`config.mk`:
```
export PLATFORM = sky130hd
export DESIGN_NAME = serial_bit_feeder
export DESIGN_NICKNAME = d
export VERILOG_FILES = /design/src/rtl/serial_feeder_pkg.sv /design/src/rtl/serial_feeder_fifo.sv /design/src/rtl/serial_bit_feeder.sv
export SDC_FILE = /design/constraint.sdc
export NUM_CORES = 1
export LEC_CHECK = 0
export CELL_PAD_IN_SITES_DETAIL_PLACEMENT = 1
export CELL_PAD_IN_SITES_GLOBAL_PLACEMENT = 1
export CORE_ASPECT_RATIO = 0.75
export CORE_MARGIN = 2
export CORE_UTILIZATION = 42
export CTS_CLUSTER_SIZE = 25
export DETAILED_ROUTE_END_ITERATION = 7
export PLACE_DENSITY = 0.73
export REMOVE_ABC_BUFFERS = 1
export SLEW_MARGIN = 40
export SYNTH_ARGS = -nofsm -noshare
export SYNTH_HDL_FRONTEND = slang
export SYNTH_HIERARCHICAL = 1
export SYNTH_SLANG_ARGS = --single-unit
```
`constraint.sdc`:
```
create_clock -name clk -period 2.3 [get_ports clk]
set_input_delay 0.23 -clock clk [delete_from_list [all_inputs] [get_ports clk]]
set_output_delay 0.23 -clock clk [all_outputs]
set_load 0.02 [all_outputs]
```
`src/rtl/serial_feeder_pkg.sv`:
```
// Shared types and sizing helpers for the serial bit feeder.
// Defaults mirror the top-level parameter defaults.
package serial_feeder_pkg;

   typedef enum logic {
      IDLE,
      SHIFT
   } state_t;

   localparam int unsigned DEF_DATA_W = 8;
   localparam int unsigned DEF_DEPTH  = 4;
   localparam int unsigned CNT_W      = $clog2(DEF_DATA_W);
   localparam int unsigned PTR_W      = $clog2(DEF_DEPTH);

   // Width for a counter/pointer over n positions, never narrower than 1 bit.
   function automatic int unsigned width_of(input int unsigned n);
      return (n < 2) ? 1 : $clog2(n);
   endfunction

endpackage

```
`src/rtl/serial_feeder_fifo.sv`:
```
// Synchronous word FIFO with registered occupancy count.
// Pushes while full and pops while empty are ignored.
module serial_feeder_fifo
   import serial_feeder_pkg::*;
#(
   parameter int unsigned DATA_W = 8,
   parameter int unsigned DEPTH  = 4
) (
   input  logic                         clk,
   input  logic                         rst,
   input  logic                         push,
   input  logic [DATA_W-1:0]            wr_data,
   input  logic                         pop,
   output logic [DATA_W-1:0]            rd_data,
   output logic                         full,
   output logic                         empty,
   output logic [width_of(DEPTH):0]     count
);

   localparam int unsigned PW = width_of(DEPTH);

   logic [DATA_W-1:0] mem [DEPTH];
   logic [PW-1:0]     wr_ptr;
   logic [PW-1:0]     rd_ptr;
   logic              do_push;
   logic              do_pop;

   assign full    = (count == (PW+1)'(DEPTH));
   assign empty   = (count == '0);
   assign do_push = push && !full;
   assign do_pop  = pop && !empty;
   assign rd_data = mem[rd_ptr];

   always_ff @(posedge clk) begin
      if (do_push) begin
         mem[wr_ptr] <= wr_data;
      end
   end

   // DEPTH is a power of two, so pointer overflow is the modulo wrap.
   always_ff @(posedge clk) begin
      if (rst) begin
         wr_ptr <= '0;
         rd_ptr <= '0;
         count  <= '0;
      end else begin
         if (do_push) begin
            wr_ptr <= wr_ptr + 1'b1;
         end
         if (do_pop) begin
            rd_ptr <= rd_ptr + 1'b1;
         end
         unique case ({do_push, do_pop})
            2'b10:   count <= count + 1'b1;
            2'b01:   count <= count - 1'b1;
            default: count <= count;
         endcase
      end
   end

endmodule

```
`src/rtl/serial_bit_feeder.sv`:
```
// Buffers parallel words and shifts them out one bit per clock,
// with registered bit_valid/frame_start qualifiers for word alignment.
module serial_bit_feeder
   import serial_feeder_pkg::*;
#(
   parameter int unsigned DATA_W    = 8,
   parameter int unsigned DEPTH     = 4,
   parameter bit          MSB_FIRST = 1'b1,
   parameter bit          IDLE_BIT  = 1'b0
) (
   input  logic                      clk,
   input  logic                      rst,
   input  logic [DATA_W-1:0]         in_data,
   input  logic                      in_valid,
   output logic                      in_ready,
   output logic                      bit_out,
   output logic                      bit_valid,
   output logic                      frame_start,
   output logic                      busy,
   output logic [$clog2(DEPTH):0]    fifo_count
);

   localparam int unsigned      CW   = width_of(DATA_W);
   localparam logic [CW-1:0]    LAST = CW'(DATA_W - 1);

   state_t            state;
   state_t            state_nx;
   logic [DATA_W-1:0] shreg;
   logic [DATA_W-1:0] shreg_nx;
   logic [CW-1:0]     bit_cnt;
   logic [CW-1:0]     bit_cnt_nx;
   logic [DATA_W-1:0] head;
   logic              full;
   logic              empty;
   logic              push;
   logic              pop;
   logic              cur_bit_nx;

   assign in_ready = !full;
   assign push     = in_valid && in_ready;
   assign busy     = (state == SHIFT) || !empty;

   serial_feeder_fifo #(
      .DATA_W (DATA_W),
      .DEPTH  (DEPTH)
   ) u_fifo (
      .clk     (clk),
      .rst     (rst),
      .push    (push),
      .wr_data (in_data),
      .pop     (pop),
      .rd_data (head),
      .full    (full),
      .empty   (empty),
      .count   (fifo_count)
   );

   always_comb begin
      state_nx   = state;
      shreg_nx   = shreg;
      bit_cnt_nx = bit_cnt;
      pop        = 1'b0;
      unique case (state)
         IDLE: begin
            if (!empty) begin
               pop        = 1'b1;
               shreg_nx   = head;
               bit_cnt_nx = '0;
               state_nx   = SHIFT;
            end
         end
         SHIFT: begin
            if (bit_cnt == LAST) begin
               if (!empty) begin
                  pop        = 1'b1;
                  shreg_nx   = head;
                  bit_cnt_nx = '0;
               end else begin
                  state_nx   = IDLE;
               end
            end else begin
               shreg_nx   = MSB_FIRST ? (shreg << 1) : (shreg >> 1);
               bit_cnt_nx = bit_cnt + 1'b1;
            end
         end
         default: state_nx = IDLE;
      endcase
   end

   assign cur_bit_nx = MSB_FIRST ? shreg_nx[DATA_W-1] : shreg_nx[0];

   // Qualifiers are registered from next-state values so they line up
   // with the bit the shifter holds in the same cycle.
   always_ff @(posedge clk) begin
      if (rst) begin
         state       <= IDLE;
         shreg       <= '0;
         bit_cnt     <= '0;
         bit_out     <= IDLE_BIT;
         bit_valid   <= 1'b0;
         frame_start <= 1'b0;
      end else begin
         state       <= state_nx;
         shreg       <= shreg_nx;
         bit_cnt     <= bit_cnt_nx;
         bit_valid   <= (state_nx == SHIFT);
         bit_out     <= (state_nx == SHIFT) ? cur_bit_nx : IDLE_BIT;
         frame_start <= (state_nx == SHIFT) && (bit_cnt_nx == '0);
      end
   end

endmodule
```
==> key figures <==
Floorplanning
  – Die W: 88.7 um
  – Core ar.: 5270 um2
  – Initial core utilization: 0.429
  – Num rows: 23
  – Height of the chip: 67.5 um
  – Top Ports: 19
  – Die ar.: 5990 um2

Power
  – P per Cell Area: 1220 nW/um2
  – P_sw: 1.17 mW
  – Peak VDD IR: 0.427 mV
  – Clk pwr share: 0.184
  – Total power: 3.46 mW
  – Net Sw Frac: 0.338
  – Comb pwr share: 0.412
  – Internal: 2.29 mW
  – Reg power frac: 0.404
  – Lkg Pwr: 1.03 nW

Setup path
  – CP startpoint kind: register
  – Req. time, crit path: 2.53 ns
  – Setup crit end kind: register
  – Worst path cell trace: ha_4 > ha_4 > nand2b_4 > nand2b_4 > inv_4 > o31ai_4 > inv_1 > ha_2 > inv_2 > fa_2 > xor2_2 > or3_1 > a21oi_2
  – CP arrival: 2.55 ns
  – CP max FO: 2
  – Critical path's slowest cell: dfxtp_2
  – CP Class: reg2reg
  – Crit path largest cell delay: around 0.37 ns

Placement
  – Routability cong.: slightly below 0.7
  – Port buffer count: 18
  – Post-DP HPWL: 3.13 mm
  – Post-DP Area: 2580 um2
  – Placed Cells incl. Taps: 259
  – Pre-CTS setup slack: -0.140 ns

Synth
  – Synth Cell Area: approximately 2300 um2
  – Async S/R FF share, synth: 0
  – Netlist cell types: 34
  – Syn avg cell area: 13.9 um2
  – Synth Area in Compound Gates: 0.0587
  – Register area share after synthesis: 0.620
  – Xor/xnor cell area share of the yosys netlist: 0.0116
  – Synth Area in Adders: 0.0532
  – Post-synth top flop: edfxtp_1
  – Mux cell area share after synthesis: 0.115
  – Number of enable flip-flop cells after synthesis: 32
  – Count of state elements after synthesis: between 50 and 60
  – Simple-Gate Fraction of Synth Area: 0.107
  – Mapped Cells: 162
  – Largest family of logic cells by synthesized area: multiplexers
  – Syn. warnings: 6

Route
  – Drt pass-1 iters: 3
  – Initial DRC Count: 56
  – Antenna Nets Post-Route: 0
  – Routed wire length: 4.54 mm
  – Drt drc: 0
  – Vias after detailed routing: 1334
  – Wire length per cell: 16.6 um
  – Via/cell ratio: 4.87

Global route
  – Largest net degree at the start of global routing: 21
  – Initial antenna violation count: 0
  – First-pass GRT wire length: 7.25 mm
  – Number of global-route vias before repair: 1470
  – Global route overflow: 0
  – GRT Util Overall: 0.165

STA
  – Worst-margin pin slew: approximately 0.53 ns
  – Pins Over Slew Limit: 0
  – Sum Neg Setup Slack: -0.0220 ns
  – Period utilisation layout: 1.01
  – RSZ-0062 raised after global routing: true
  – Fmax: 431 MHz
  – Worst hold slack: 0.336 ns
  – Final hold vios: 0
  – # setup viols final: 1
  – Slew HR: 0.646
  – Max Clock Skew: 0.00648 ns
  – Final Critical Period: 2.32 ns
  – Worst setup margin: -0.0220 ns

Final layout
  – Final design instance area without fill: 2830 um2
  – Layout area overhead: 25.1%
  – Layout Utilization: 0.537
  – Most frequent cells in the layout: edfxtp_1, dfxtp_1, buf_4
  – Final net count: 218
  – Layout cell share with drive strength beyond 1: 0.281
  – Final-layout fill cell count: 531
  – Commonest non-fill, non-tap cell in the layout: edfxtp_1
  – ANT cells: 0
  – Non-filler cells, final: 274

CTS
  – Root buf cell: clkbuf_8
  – Post-CTS Hold Fix Bufs: 0
  – Clock Sink Count: 54
  – Deepest clock path buffer count: 2
  – Clock-pin slew on the worst setup and hold paths: 0.10 ns
  – Skew-Pair Late Insertion Delay: 0.30 ns
  – CTS Buf Count: 5
  – H-tree Lvls: 2
  – CTS tree: yes

Status
  – Violated checks: setup timing
  – Status: finished, violations left

Flow run
  – Max cap viols: 0

Worst hold path
  – Min-delay worst type: in2reg
-- cell usage after synthesis (2+ instances only) --
| master | n | share of area |
|---|---|---|
| nand3b_1 | 2 | 0.0066 |
| xor2_1 | 3 | 0.012 |
| or3_1 | 3 | 0.0083 |
| nand2b_1 | 6 | 0.017 |
| a21oi_1 | 7 | 0.016 |
| ha_1 | 8 | 0.044 |
| mux2i_1 | 8 | 0.035 |
| inv_1 | 10 | 0.017 |
| edfxtp_1 | 32 | 0.43 |
| nand2_1 | 5 | 0.0083 |
| nor2_1 | 12 | 0.020 |
| o21ai_0 | 4 | 0.0089 |
| a211oi_1 | 5 | 0.017 |
| buf_2 | 2 | 0.0044 |
| nor2b_1 | 4 | 0.011 |
| buf_1 | 2 | 0.0033 |
| and2_1 | 4 | 0.011 |
| dfxtp_1 | 22 | 0.19 |
| mux4_2 | 8 | 0.080 |
-- critical path, delay by kind of cell (launching register included) --
family | cells | cell delay, ns
adders and majority gates | 4 | 0.81
and+or+nand+nor | 3 | 0.52
DFF | 1 | 0.37
AOI/OAI and AO/OA | 2 | 0.21
buffers and inverters | 3 | 0.19
xor gates and xnor gates | 1 | 0.15
-- metal layers --
| metal | part of all wire | GRT usage |
|---|---|---|
| met5 | 0 | 0 |
| met1 | 0.46 | 0.214 |
| met3 | 0.026 | 0.0403 |
| met2 | 0.51 | 0.278 |
| met4 | 0.011 | 0.0492 |
-- path summary, 6_finish.rpt --
path | from | endpoint | slack [ns] | cells past startpoint
setup / recovery | bit_cnt[0] | u_fifo/count[2] | -0.02 | 13
hold / removal | rst | u_fifo/rd_ptr[0] | 0.34 | 2
setup reg to reg | bit_cnt[0] | u_fifo/count[2] | -0.02 | 13
hold reg to reg | shreg[6] | bit_out | 0.47 | 2
-- state kept, by name, indices dropped and copies added (netlist names), named ones only --
signal	flops
u_fifo/mem	32
frame_start	1
state	1
u_fifo/count	3
u_fifo/wr_ptr	2
bit_cnt	3
bit_out	1
u_fifo/rd_ptr	2
shreg	7
-- power by group through the flow --
stage	Clock [mW]	Sequential, mW	Combinational [mW]
final	0.638	1.40	1.43
after global routing	0.691	1.43	1.55
after CTS	0.651	1.39	1.33
after detailed placement	0	1.40	1.25
after global placement	0	1.37	1.19
after floorplan	0	1.42	0.719
-- cell type report --
type	instances	area, um2	area share
flip-flops and latches	54	1410	0.498
multi-input cells	91	857	0.303
repair buffers	36	310	0.110
well taps	75	93.8	0.0332
clock buffers	5	68.8	0.0243
clock inverters	3	47.5	0.0168
inverters	10	40.0	0.0142
-- repair_timing --
item / 4_1_cts / 5_1_grt
buffers inserted: 4 / 3
pin swaps: 6 / 6
gates resized for setup: 15 / 6
setup endpoints to repair: 1 / 1
gates cloned: 0 / 0
-- cells by family (layout without fill, tap and decap cells) --
family / Yosys count / after routing
flops: 54 / 54
xor+xnor: 3 / 3
compound gates: 20 / 20
fa+ha+maj: 9 / 9
simple gates: 43 / 43
mux: 16 / 16
buf+inv: 17 / 54
No activity file was read; power rests on OpenSTA's default activity.
